**src/rtl/keymap_latch.sv**
```systemverilog
// Keycode-to-player direction latch with conflict detection, idle timeout and
// optional per-player auto-repeat (enabled by defining KEYMAP_REPEAT_EN).
module keymap_latch #(
   parameter int unsigned NUM_SLOTS     = 2,
   parameter int unsigned NUM_PLAYERS   = 2,
   parameter logic [NUM_PLAYERS*32-1:0] KEY_TABLE =
      {8'h5C, 8'h5E, 8'h5D, 8'h60, 8'h04, 8'h07, 8'h16, 8'h1A},
   parameter int unsigned TIMEOUT       = 1_000_000,
   parameter int unsigned REPEAT_DELAY  = 250_000,
   parameter int unsigned REPEAT_PERIOD = 50_000
) (
   input  logic                     clk,
   input  logic                     rst,
   input  logic [NUM_SLOTS*8-1:0]   keycodes,
   input  logic                     key_valid,
   output logic [NUM_PLAYERS*8-1:0] player_key,
   output logic [NUM_PLAYERS*4-1:0] player_dir,
   output logic [NUM_PLAYERS-1:0]   player_press,
   output logic [NUM_PLAYERS-1:0]   player_conflict
);

   if (NUM_SLOTS < 1 || NUM_SLOTS > 6)         $error("NUM_SLOTS out of range");
   if (NUM_PLAYERS < 1 || NUM_PLAYERS > 4)     $error("NUM_PLAYERS out of range");
   if (REPEAT_DELAY < 1 || REPEAT_PERIOD < 1)  $error("repeat timing must be >= 1");

   localparam int unsigned TW = $clog2(TIMEOUT) + 1;
   localparam logic [TW-1:0] TO_MAX  = TW'(TIMEOUT);
   localparam logic [TW-1:0] TO_LAST = (TIMEOUT == 0) ? '0 : TW'(TIMEOUT - 1);

   logic [TW-1:0]              timer_q;
   logic                       timeout_hit;
   logic [NUM_PLAYERS*4-1:0]   hit;
   logic [NUM_PLAYERS*8-1:0]   samp_key, nxt_key;
   logic [NUM_PLAYERS*4-1:0]   samp_dir, nxt_dir;
   logic [NUM_PLAYERS-1:0]     samp_conf, nxt_conf;
   logic [NUM_PLAYERS-1:0]     new_press, press_d;
   logic [3:0]                 m;

   function automatic logic [7:0] table_entry(input int unsigned p, input int unsigned d);
      return KEY_TABLE[(p*4+d)*8 +: 8];
   endfunction

   // Direction hits are ORed across slots, so duplicate slots count once.
   always_comb begin
      hit       = '0;
      samp_key  = '0;
      samp_dir  = '0;
      samp_conf = '0;
      m         = '0;
      for (int unsigned p = 0; p < NUM_PLAYERS; p++) begin
         for (int unsigned d = 0; d < 4; d++) begin
            for (int unsigned s = 0; s < NUM_SLOTS; s++) begin
               if (keycodes[s*8 +: 8] != 8'h00 && keycodes[s*8 +: 8] == table_entry(p, d))
                  hit[p*4+d] = 1'b1;
            end
         end
         m = hit[p*4 +: 4];
         if (m != 4'd0 && (m & (m - 4'd1)) == 4'd0) begin
            samp_dir[p*4 +: 4] = m;
            for (int unsigned d = 0; d < 4; d++)
               if (m[d]) samp_key[p*8 +: 8] = table_entry(p, d);
         end else if (m != 4'd0) begin
            samp_conf[p] = 1'b1;
         end
      end
   end

   assign timeout_hit = (TIMEOUT != 0) && !key_valid && (timer_q == TO_LAST);

   always_comb begin
      nxt_key  = player_key;
      nxt_dir  = player_dir;
      nxt_conf = player_conflict;
      if (key_valid) begin
         nxt_key  = samp_key;
         nxt_dir  = samp_dir;
         nxt_conf = samp_conf;
      end else if (timeout_hit) begin
         nxt_key  = '0;
         nxt_dir  = '0;
         nxt_conf = '0;
      end
      new_press = '0;
      for (int unsigned p = 0; p < NUM_PLAYERS; p++)
         new_press[p] = (nxt_key[p*8 +: 8] != 8'h00) && (nxt_key[p*8 +: 8] != player_key[p*8 +: 8]);
   end

`ifdef KEYMAP_REPEAT_EN
   localparam int unsigned RMAX = (REPEAT_DELAY > REPEAT_PERIOD) ? REPEAT_DELAY : REPEAT_PERIOD;
   localparam int unsigned CW   = $clog2(RMAX) + 1;

   typedef enum logic [1:0] {S_IDLE, S_DELAY, S_REPEAT} rpt_state_e;

   rpt_state_e    state_q [NUM_PLAYERS];
   rpt_state_e    state_d [NUM_PLAYERS];
   logic [CW-1:0] cnt_q   [NUM_PLAYERS];
   logic [CW-1:0] cnt_d   [NUM_PLAYERS];
   logic [NUM_PLAYERS-1:0] rep_pulse;

   // Hold time keeps counting between samples; only a key change or clear restarts it.
   always_comb begin
      state_d   = state_q;
      cnt_d     = cnt_q;
      rep_pulse = '0;
      for (int unsigned p = 0; p < NUM_PLAYERS; p++) begin
         if (nxt_key[p*8 +: 8] == 8'h00) begin
            state_d[p] = S_IDLE;
            cnt_d[p]   = '0;
         end else if (nxt_key[p*8 +: 8] != player_key[p*8 +: 8]) begin
            state_d[p] = S_DELAY;
            cnt_d[p]   = '0;
         end else begin
            case (state_q[p])
               S_DELAY: begin
                  if (cnt_q[p] == CW'(REPEAT_DELAY - 1)) begin
                     state_d[p]   = S_REPEAT;
                     cnt_d[p]     = '0;
                     rep_pulse[p] = 1'b1;
                  end else begin
                     cnt_d[p] = cnt_q[p] + 1'b1;
                  end
               end
               S_REPEAT: begin
                  if (cnt_q[p] == CW'(REPEAT_PERIOD - 1)) begin
                     cnt_d[p]     = '0;
                     rep_pulse[p] = 1'b1;
                  end else begin
                     cnt_d[p] = cnt_q[p] + 1'b1;
                  end
               end
               default: begin
                  state_d[p] = S_DELAY;
                  cnt_d[p]   = '0;
               end
            endcase
         end
      end
      press_d = new_press | rep_pulse;
   end

   always_ff @(posedge clk or posedge rst) begin
      if (rst) begin
         for (int unsigned p = 0; p < NUM_PLAYERS; p++) begin
            state_q[p] <= S_IDLE;
            cnt_q[p]   <= '0;
         end
      end else begin
         state_q <= state_d;
         cnt_q   <= cnt_d;
      end
   end
`else
   assign press_d = new_press;
`endif

   always_ff @(posedge clk or posedge rst) begin
      if (rst) begin
         timer_q         <= '0;
         player_key      <= '0;
         player_dir      <= '0;
         player_press    <= '0;
         player_conflict <= '0;
      end else begin
         if (key_valid)
            timer_q <= '0;
         else if (timer_q != TO_MAX)
            timer_q <= timer_q + 1'b1;
         player_key      <= nxt_key;
         player_dir      <= nxt_dir;
         player_press    <= press_d;
         player_conflict <= nxt_conf;
      end
   end

endmodule

```
**config.mk**
```make
export PLATFORM = sky130hd
export DESIGN_NAME = keymap_latch
export DESIGN_NICKNAME = d
export VERILOG_FILES = /design/src/rtl/keymap_latch.sv
export SDC_FILE = /design/constraint.sdc
export NUM_CORES = 1
export LEC_CHECK = 0
export BUFFER_PORTS_ARGS = -buffer_cell sky130_fd_sc_hd__buf_2
export CORE_ASPECT_RATIO = 0.6
export CORE_MARGIN = 2
export CORE_UTILIZATION = 50
export CTS_BUF_LIST = sky130_fd_sc_hd__clkbuf_16
export DETAILED_ROUTE_END_ITERATION = 16
export PLACE_DENSITY = 0.75
export SYNTH_ARGS = -nofsm -noshare
export SYNTH_HDL_FRONTEND = slang
export SYNTH_SLANG_ARGS = --single-unit
```
**constraint.sdc**
```tcl
create_clock -name clk -period 3.25 [get_ports clk]
set_input_delay 0.1625 -clock clk [delete_from_list [all_inputs] [get_ports clk]]
set_output_delay 0.1625 -clock clk [all_outputs]
set_load 0.01 [all_outputs]
```
==> summary.md <==
| Metric | Value |
|---|---|
| GR Overflow Total | `0` |
| GRT Overall Usage | `0.220` |
| Reg-to-Reg Start | `timer_q[1]` |
| Height of the die | `62.2 um` |
| Reg2reg path depth | `9` |
| Remaining routing DRC violations | `0` |
| Mapped Nets | `337` |
| DR WL/cell | `15.3 um` |
| Placed instance count | `418` |
| Vias in the first global route | `2270` |
| Synth top area cells | `dfrtp_1 44%, nand2_1 6.0%, nor2_1 5.5%` |
| Post-synth top area share | `0.435` |
| Critical Path RT | `3.42 ns` |
| Worst Path Arrival | `2.65 ns` |
| Share of layout cells above drive strength 1 | `0.183` |
| Final setup fails | `0` |
| Relative slew margins | `0.323` |
| Final WL | `6490 um` |
| Worst-path maximum fanout | `17` |
| Lkg Pwr | `1.64 nW` |
| Port buffer count | `46` |
| Pin count of the biggest net entering global routing | `50` |
| Startpoint Class | `flop` |
| Sequential fraction of the synthesis area | `0.435` |
| Nets | `377` |
| Num CTS Buffers | `5` |
| Initial antenna violation count | `0` |
| Flop pwr share | `0.480` |
| Post-route ant nets | `0` |
| Worst Tran Pin Value | `1.01 ns` |
| H-tree depth | `2` |
| Die width | `101 um` |
| Syn avg cell area | `8.92 sq um` |
| Netlist cell types | `60` |
| Vias | `2458` |
| Yosys warnings | `0` |
| Critical path class | `reg2reg` |
| CTS Hold Buffers Added | `0` |
| Combinational share of power | `0.080` |
| Final setup skew | `0.00391 ns` |
| Worst path cell trace | `ha_1, nand3_1, nor3_1, a21oi_2, buf_4, nand2_1, o21ai_0, nand3b_1, o22a_1` |
| Starting DRC count in detailed routing | `201` |
| Core area | `5520 sq um` |
| Max IR drop VDD | `0.216 mV` |
| Final Hold Violating Endpoints | `0` |
| # resized after CTS | `0` |
| Core Rows | `21` |
| Synth area leader | `dfrtp_1` |
| Critical path's largest stage delay | `0.42 ns` |
| Starting Density | `0.511` |
| RSZ-0062 raised after global routing | `false` |
| Final setup TNS | `0 ns` |
| CTS max path bufs | `2` |
| FF+latch count, synth | `49` |
| CTS tree | `yes` |
| Switching pwr | `290 uW` |
| Int Pwr | `1.01 mW` |
| Ys flop type | `dfrtp_1` |
| Max Clk Rate | `402 MHz` |
| Area grow syn2layout | `15.1%` |
| Status | `complete, no violations` |
| Post-synth EDFFs | `0` |
| Synth top cells by count | `49 x dfrtp_1, 45 x nand2_1, 41 x nor2_1` |
| Internal reg-to-reg setup slack | `0.76 ns` |
| Clock Power Share | `0.441` |
| HP Class | `in2async` |
| Min Tclk post-route | `2.49 ns` |
| Synthesized area | `2820 sq um` |
| Worst-skew pair later-pin latency | `0.28 ns` |
| Max Cap Viol | `0` |
| Worst-path clk slew | `0.06 ns` |
| Placer Congestion | `0.903` |
| Cell Pwr Density | `400 nW/um^2` |
| Period utilization | `0.766` |
| Max Slew Vio Count | `0` |
| Most frequent cell after synthesis | `dfrtp_1` |
| Switching Share | `0.224` |
| Die area | `6270 sq um` |
| Root buf cell | `clkbuf_16` |
| R2r endpoint | `player_press[0]` |
| CTS sink cnt | `49` |
| Worst Setup End Kind | `flop` |
| FFs w/ async S/R, synth | `1.00` |
| Final std cells w/o fill | `425` |
| Via density | `5.78` |
| First-pass GRT wire length | `11200 um` |
| Slowest-stage cell, CP | `nor3_1` |
| Final HPWL DP | `4720 um` |
| Gate Count Post-Synth | `316` |
| I/O Pins | `47` |
| Postcts setup bufs | `0` |
| TritonRoute pass-1 iters | `5` |
| Diodes inserted | `0` |
==> registers in the layout, summed over array words and instances (netlist names) <==
name             flops
player_key          16
player_press         2
player_dir           8
player_conflict      2
timer_q             21
==> power groups by stage <==
| stage | Sequential [mW] | Clock (mW) | Combinational [mW] |
|---|---|---|---|
| after detailed placement | 0.634 | 0 | 0.103 |
| final | 0.623 | 0.572 | 0.103 |
| after global placement | 0.633 | 0 | 0.101 |
| after global routing | 0.623 | 0.605 | 0.118 |
| after CTS | 0.622 | 0.584 | 0.104 |
| after floorplan | 0.634 | 0 | 0.0666 |
==> layout by cell type (no fill, tap or decap), types with 6 or more instances in the layout <==
| cell type | Yosys | layout |
|---|---|---|
| nor3_1 | 12 | 12 |
| buf_2 | 3 | 46 |
| xor2_1 | 11 | 11 |
| nand2_1 | 45 | 45 |
| nor2_1 | 41 | 41 |
| nand4_1 | 7 | 7 |
| dfrtp_1 | 49 | 49 |
| nand3_1 | 10 | 10 |
| xnor2_1 | 8 | 8 |
| o21ai_0 | 8 | 8 |
| nor4_1 | 6 | 6 |
| a21oi_1 | 11 | 10 |
| and2_1 | 6 | 6 |
| a21o_1 | 11 | 11 |
| inv_1 | 7 | 6 |
==> cells by family after synthesis <==
kind of cell | after synthesis | share of synthesized area
flops | 49 | 0.435
compound gates | 60 | 0.158
buf+inv | 21 | 0.0320
fa+ha+maj | 2 | 0.00888
mux | 3 | 0.0107
xor+xnor | 20 | 0.0648
simple gates | 161 | 0.290
==> cell type report <==
class	instances	area [sq um]
clock buffers	5	125
clock inverters	2	35.0
fillers	500	2280
inverters	7	26.3
multi-input cells	246	1510
flip-flops and latches	49	1230
well taps	69	86.3
repair buffers	47	238
==> routing by layer <==
layer	track usage	part of all wire	up-vias
met5	0	0	-
met1	0.346	0.52	1181
li1	-	-	1198
met3	0.0495	0.059	4
met2	0.315	0.42	75
met4	0.0304	0.0031	0
==> worst max-delay path by stage <==
stage | start | to | slack [ns] | cells past startpoint
finish | timer_q[1] | player_press[0] | 0.76 | 9
detailed placement | keycodes[9] | player_press[0] | 0.59 | 8
CTS | timer_q[1] | player_press[0] | 0.78 | 9
floorplan | keycodes[8] | player_press[0] | 0.94 | 8
global placement | keycodes[9] | player_press[0] | 0.75 | 8
global route | timer_q[1] | player_press[0] | 0.53 | 9
==> through the flow <==
stage                     power [mW]  cell area, sq um  hold slack [ns]  utilization  setup WS [ns]
after global placement         0.734              3080            0.450        0.559          0.747
after detailed placement       0.736              3080            0.466        0.559          0.588
after floorplan                0.701              2820            0.348            -          0.940
after CTS                       1.31              3240            0.171        0.588          0.783
after global routing            1.35              3240            0.236        0.588          0.534
final                           1.30              3240            0.127        0.588          0.762
==> critical path, delay by kind of cell, from the launching register on <==
kind / cells / cell delay (ns)
and+or+nand+nor: 4 / 0.90
adders and majority gates: 1 / 0.19
DFF: 1 / 0.40
AOI/OAI and AO/OA: 3 / 0.62
buffers and inverters: 1 / 0.27
Power figures use the tool's default switching activity.
